<file path="config.mk">
export PLATFORM = sky130hd
export DESIGN_NAME = cb_config_loader
export DESIGN_NICKNAME = d
export VERILOG_FILES = /design/src/rtl/cb_cfg_pkg.sv /design/src/rtl/onehot0_check.sv /design/src/rtl/cb_config_loader.sv
export SDC_FILE = /design/constraint.sdc
export NUM_CORES = 1
export LEC_CHECK = 0
export CAP_MARGIN = 0
export CORE_MARGIN = 2
export CORE_UTILIZATION = 59
export CTS_CLUSTER_DIAMETER = 50
export DETAILED_ROUTE_END_ITERATION = 16
export PLACE_DENSITY = 0.95
export SLEW_MARGIN = 20
export SYNTH_ARGS = -nofsm -noshare
export SYNTH_HDL_FRONTEND = slang
export SYNTH_SLANG_ARGS = --single-unit
</file>
<file path="constraint.sdc">
create_clock -name clk -period 4.3 [get_ports clk]
set_input_delay 0.645 -clock clk [delete_from_list [all_inputs] [get_ports clk]]
set_output_delay 0.645 -clock clk [all_outputs]
set_load 0.03 [all_outputs]
</file>
<file path="src/rtl/cb_cfg_pkg.sv">
// Shared types and sizing for the control connection block config loader.
package cb_cfg_pkg;
  typedef enum logic [1:0] {IDLE, SHIFT, CHECK} cb_state_e;

  localparam int CB_W         = 8;
  localparam int CB_CONTROLIN = 6;

  function automatic int cb_nbits(input int w, input int ci);
    return w * ci;
  endfunction
endpackage

</file>
<file path="src/rtl/onehot0_check.sv">
// Flags a switch group as legal when at most one of its enables is set.
module onehot0_check #(
  parameter int N = 8
) (
  input  logic [N-1:0] vec,
  output logic         ok
);
  // Clearing the lowest set bit leaves zero only for popcount <= 1.
  assign ok = ((vec & (vec - N'(1))) == '0);
endmodule

</file>
<file path="src/rtl/cb_config_loader.sv">
// Serial bitstream loader: shifts into a shadow register, then commits to the
// switch-enable bus only when every control input's group is at-most-one-hot.
module cb_config_loader
  import cb_cfg_pkg::*;
#(
  parameter  int W         = CB_W,
  parameter  int CONTROLIN = CB_CONTROLIN,
  localparam int NBITS     = cb_nbits(W, CONTROLIN)
) (
  input  logic             clk,
  input  logic             rst,
  input  logic             cfg_start,
  input  logic             cfg_valid,
  input  logic             cfg_bit,
  output logic             cfg_ready,
  output logic             cfg_chain_out,
  output logic [NBITS-1:0] c,
  output logic             cfg_done,
  output logic             cfg_err
);
  localparam int CW = $clog2(NBITS + 1);

  cb_state_e        state_q, state_d;
  logic [CW-1:0]    cnt_q, cnt_d;
  logic [NBITS-1:0] shadow_q, shadow_d;
  logic [NBITS-1:0] c_q, c_d;
  logic             chain_q, chain_d;
  logic             done_q, done_d;
  logic             err_q, err_d;

  logic [CONTROLIN-1:0] grp_ok;
  logic                 all_ok;

  for (genvar g = 0; g < CONTROLIN; g++) begin : g_grp
    onehot0_check #(.N(W)) u_chk (
      .vec (shadow_q[g*W +: W]),
      .ok  (grp_ok[g])
    );
  end
  assign all_ok = &grp_ok;

  always_comb begin
    state_d  = state_q;
    cnt_d    = cnt_q;
    shadow_d = shadow_q;
    c_d      = c_q;
    chain_d  = chain_q;
    done_d   = done_q;
    err_d    = err_q;
    // A start wins over anything else, including a pending commit.
    if (cfg_start) begin
      state_d = SHIFT;
      cnt_d   = '0;
      done_d  = 1'b0;
      err_d   = 1'b0;
    end else begin
      unique case (state_q)
        SHIFT: begin
          if (cfg_valid) begin
            shadow_d = {cfg_bit, shadow_q[NBITS-1:1]};
            chain_d  = shadow_q[0];
            cnt_d    = cnt_q + CW'(1);
            if (cnt_q == CW'(NBITS - 1)) state_d = CHECK;
          end
        end
        CHECK: begin
          if (all_ok) begin
            c_d    = shadow_q;
            done_d = 1'b1;
          end else begin
            err_d  = 1'b1;
          end
          state_d = IDLE;
        end
        default: ;
      endcase
    end
  end

  always_ff @(posedge clk) begin
    if (rst) begin
      state_q  <= IDLE;
      cnt_q    <= '0;
      shadow_q <= '0;
      c_q      <= '0;
      chain_q  <= 1'b0;
      done_q   <= 1'b0;
      err_q    <= 1'b0;
    end else begin
      state_q  <= state_d;
      cnt_q    <= cnt_d;
      shadow_q <= shadow_d;
      c_q      <= c_d;
      chain_q  <= chain_d;
      done_q   <= done_d;
      err_q    <= err_d;
    end
  end

  assign cfg_ready     = (state_q == SHIFT);
  assign cfg_chain_out = chain_q;
  assign c             = c_q;
  assign cfg_done      = done_q;
  assign cfg_err       = err_q;
endmodule

</file>
Yosys cells after proc, flatten, opt, wreduce, memory -nomap -nowiden
Index checks and enable logic that the tools add are counted.
{ "word_totals": {"regBits": 107, "input_bits": 5, "out_inout_bits": 52} }
{ "classes": {"add_sub_neg": 7, "eq_ne": 7, "muxes": 4, "n_bitwise": 8, "n_reduce_logical": 17} }
{ "op_table": {"columns": ["op", "n"], "rows": [
  ["8-bit bitwise AND", 6],
  ["8-bit zero test", 6],
  ["8-bit by 1-bit subtractor with 8-bit output (second input constant)", 6],
  ["3-bit AND reduction", 3],
  ["8-bit AND reduction", 1],
  ["7-bit AND reduction", 1],
  ["6-bit by 1-bit adder with 6-bit output (second input constant)", 1],
  ["6-bit equality test (second input constant)", 1],
  ["6-bit AND reduction", 1],
  ["2-bit two-way mux", 2],
  ["2-bit case mux with 2 select lines", 1],
  ["2-bit AND reduction", 2],
  ["3-bit by 2-bit != test with 1-bit output (second input constant)", 1],
  ["3-bit != test (second input constant)", 1],
  ["3-bit nonzero test", 1],
  ["2-bit by 1-bit equality test with 1-bit output (second input constant)", 1],
  ["2-bit equality test (second input constant)", 1],
  ["2-bit by 1-bit != test with 1-bit output (second input constant)", 1],
  ["2-bit != test (second input constant)", 1],
  ["1-bit NOT", 2],
  ["2-bit nonzero test", 1],
  ["2-bit OR reduction", 1],
  ["1-bit two-way mux", 1]
]} }

Depth between registers and ports, before layout
{ "depth": {"word_depth": 6, "mapped_depth": 9, "depth_no_buf": 6} }

By module
Synthesis repeated with hierarchy kept, for this count alone.
{ "hier_totals": {"hier_cells": 560, "area_unflattened_um2": 4654.5} }
{ "modules_own_cells": {"columns": ["module", "instances", "cells_each", "area_each_um2", "seq_area_each_um2"], "rows": [
  ["cb_config_loader", 1, 500, 4249.1, 2142.1],
  ["onehot0_check", 6, 10, 67.6, 0.0]
]} }

Worst setup path after synthesis
Ideal clock, no wire load.
{ "synth_timing": {"path_type": "reg-to-reg", "startpoint": "register state_q[0]", "endpoint": "register shadow_q[44]", "setup_ns": 0.070, "arrival_ns": 1.967, "required_ns": 4.230, "slack_ns": 2.263, "stages_incl_launch_ff": 8, "path_buffers": 2, "synth_period_minus_slack_ns": 2.037, "cell_sequence": "dfxtp_1 nor2b_1 nand2_1 nor2_1 clkbuf_1 buf_1 nand2_1 a21oi_1"} }
{ "synth_via": {"elab_chain_cells": 2} }
{ "synth_rtl": {"columns": ["item", "line", "text"], "rows": [
  ["start: declaration", "cb_config_loader.sv:23", "cb_state_e state_q, state_d;"],
  ["start signal: assignment", "cb_config_loader.sv:90", "state_q <= state_d;"],
  ["2-bit by 1-bit equality test with 1-bit output", null, null],
  ["named net cfg_ready", "cb_config_loader.sv:15", "output logic cfg_ready,"],
  ["3-bit AND reduction (no line)", null, null],
  ["end signal: assignment", "cb_config_loader.sv:92", "shadow_q <= shadow_d;"],
  ["end: declaration", "cb_config_loader.sv:25", "logic [NBITS-1:0] shadow_q, shadow_d;"]
]} }
The timed path passes the listed nets, and every way through them passes these cells.
A chain may end at the register's enable or synchronous reset.

Final worst setup path
{ "layout_timing": {"startpoint": "register shadow_q[0]", "endpoint": "register c_q[36] (netlist: c[36])"} }
{ "layout_via": {"elab_chain_cells": 4} }
{ "layout_rtl": {"columns": ["item", "line", "text"], "rows": [
  ["8-bit by 1-bit subtractor with 8-bit output", "onehot0_check.sv:9", "assign ok = ((vec & (vec - N'(1))) == '0);"],
  ["8-bit bitwise AND *", "onehot0_check.sv:9", null],
  ["8-bit zero test *", "onehot0_check.sv:9", null],
  ["8-bit AND reduction (no line) *", null, null],
  ["end signal: assignment", "cb_config_loader.sv:85", "c_q <= '0;"],
  ["end signal: assignment", "cb_config_loader.sv:93", "c_q <= c_d;"],
  ["end: declaration", "cb_config_loader.sv:26", "logic [NBITS-1:0] c_q, c_d;"]
]} }
Mark *: on every way between the ends. The rest lies on a longest branch, timed or not.

==> impl_metrics.ini <==
[synthesis]
synth_nets = 558
synth.top_cell.area_share_pct = 47.8
syn_area_um2 = 4480
async_flop_share_pct = 0
synthTopCellsByCount = 107 x dfxtp_1, 105 x a21oi_1, 105 x nand2_1
syn_inst = 552
ys.warnings.count = 0
yosys.area.top_type = dfxtp_1
synth.distinct_cells = 31
ys_seq_elements = 107
synth_edf_count = 0
ys_seq_area_share_pct = 47.8
synth.most_common_cell = dfxtp_1
avgSynthCellArea_um2 = 8.12
yosys-top-cells-area = dfxtp_1 48%, a21oi_1 12%, o31ai_1 9.0%, nand2_1 8.8%, nand4_1 7.1%
synthFlopType = dfxtp_1

[worst_setup_path]
cp-start-kind = flop
path_cells = nor4_2 -> a21oi_1 -> nor4_2 -> nand3_1 -> buf_4 -> o31ai_1 -> a21oi_1
end_kind = flop
required_ps = 4520
crit_type = reg2reg
cp_max_fo = 26
cp.arrival_ps = 3240
slowest_stage = nand3_1
slowest_delay_ps = 720

[detailed_routing]
wire_per_inst_um = 16.1
vias_per_cell = 6.32
routed_wl_mm = 10.9
route.detailed.drc = 0
drt_first_iter_violations = 472
drtPass1Iterations = 5
via_count = 4282
ant_nets = 0

[global_routing]
grt_pass1_wl_mm = 18.3
first_global_vias = 3911
antenna_found_initial = 0
grt_usage_pct = 26.3
grt_max_degree = 57
gr-total-overflow = 0

[sta]
tns_ps = 0
setup_violations = 0
fin_worst_skew_ps = 7.94
rsz0062_at_grt = false
worst_slew_pin_slew_ps = 981
slew_violations = 0
hold_viol = 0
fin_crit_sh_pct = 70.2
max_freq_mhz = 331
maxSlewHeadroom_pct = 34.6
fin_crit_ps = 3020

[clock_network]
clk_pin_slew_worst_paths_ps = 90
cts_tree = done
clk-insertion-delay-late_ps = 360
cts_root_buf = clkbuf_8
cts_sinks = 107
cts_max_path_buffers = 2
cts_hold_buf = 0
htreeDepth = 3
cts_setup_buffers = 0
cts_buffers = 9
postCtsResizedCells = 0

[outcome]
outcome = complete, no violations

[floorplanning]
die_w_um = 91.2
num_rows = 31
die_area_um2 = 8310
io-pin-count = 57
initial_core_util_pct = 61.5
die_h_um = 91.2
core_um2 = 7290

[min_path]
hold_path.class = reg2reg

[cells_and_area]
fillCellCount = 596
final_util_pct = 71.1
drive_gt1_share_pct = 5.02
antenna_cells = 0
fin_nets = 581
area_delta_synth_final_pct = 15.6
fin_cells = 677

[place]
placed_cells = 663
dpl.hpwl_mm = 6.96
place.gp.congestion = 0.953
numPortBuffers = 56

[pwr]
p_per_area_nw_per_um2 = 304
ir_worst_vdd_v = 0.000172
leakage_nw = 1.55

[run]
maxCapViolations = 0
## registers in the layout (all words and copies together) (netlist names)
signal / count
c: 48
cfg_chain_out: 1
cfg_done: 1
cfg_err: 1
cnt_q: 6
shadow_q: 48
state_q: 2
## routing by layer
layer	up-vias	share of wire, %	global-route usage (%)
li1	2052	-	-
met1	2009	43	34.4
met2	193	48	43.8
met3	28	6.7	4.48
met4	0	1.7	9.85
met5	-	0	0
## layout by cell type (no fill, tap or decap)
master and n:
a21oi_1 105, a221oi_1 4, a22o_1 4, a31oi_1 1, and3_1 1, and3b_1 1, and4_1 3, buf_2 1
buf_4 10, clkbuf_1 1, clkbuf_8 11, clkdlybuf4s50_1 55, clkinv_2 1, clkinvlp_4 1, dfxtp_1 107, ha_1 1
inv_1 1, nand2_1 105, nand2b_1 2, nand3_1 3, nand3b_1 1, nand4_1 51, nor2_1 21, nor2_2 1
nor2b_1 2, nor2b_2 1, nor4_1 7, nor4_2 2, o21ai_0 9, o22ai_1 3, o31a_1 2, o31ai_1 54
or2_2 1, xnor2_1 3, xor2_1 2
## final cells by class
| type | count | area, um2 | area share [%] |
|---|---|---|---|
| flip-flops and latches | 107 | 2140 | 41.3 |
| clock buffers | 12 | 155 | 2.99 |
| multi-input cells | 390 | 2120 | 40.8 |
| clock inverters | 2 | 12.5 | 0.241 |
| repair buffers | 66 | 631 | 12.2 |
| inverters | 1 | 3.75 | 0.0724 |
| well taps | 99 | 124 | 2.39 |
## path summary, 6_finish.rpt
kind / from / end / slack, ps / cells after the start
worst max-delay path: shadow_q[0]$_SDFFE_PP0P_ / c[36]$_SDFFE_PP0P_ / 1280 / 7
worst min register to register: c[21]$_SDFFE_PP0P_ / c[21]$_SDFFE_PP0P_ / 470 / 2
worst max register to register: shadow_q[0]$_SDFFE_PP0P_ / c[36]$_SDFFE_PP0P_ / 1280 / 7
worst min-delay path: c[21]$_SDFFE_PP0P_ / c[21]$_SDFFE_PP0P_ / 470 / 2
## metrics by stage
stage	area (um2)	total power, mW	setup WS (ps)	hold WS, ps
floorplan	4480	1.04	2260	454
global placement	5020	1.05	1510	436
detailed placement	5020	1.05	1410	456
CTS	5180	1.58	1340	468
global route	5180	1.62	1040	485
finish	5180	1.58	1280	466
## critical path, delay by kind of cell, from the launching register on
kind | cells | cell delay [ps]
and+or+nand+nor | 3 | 1410
AOI/OAI and AO/OA | 3 | 560
buffers and inverters | 1 | 510
DFF | 1 | 380
## power by group
part / switching (mW) / internal [mW] / leakage (nW)
Sequential: 0.00148 / 0.991 / 0.862
Combinational: 0.0293 / 0.00808 / 0.606
Clock: 0.310 / 0.236 / 0.0843
## cells by family (layout without fill, tap and decap cells)
logic type,Yosys count,after routing,synth area share (%)
fa+ha+maj,1,1,0.279
flops,107,107,47.8
buf+inv,55,81,5.16
compound gates,182,182,24.3
xor+xnor,5,5,0.977
simple gates,202,202,21.5
Note: power is estimated with default switching activity, not from simulation.
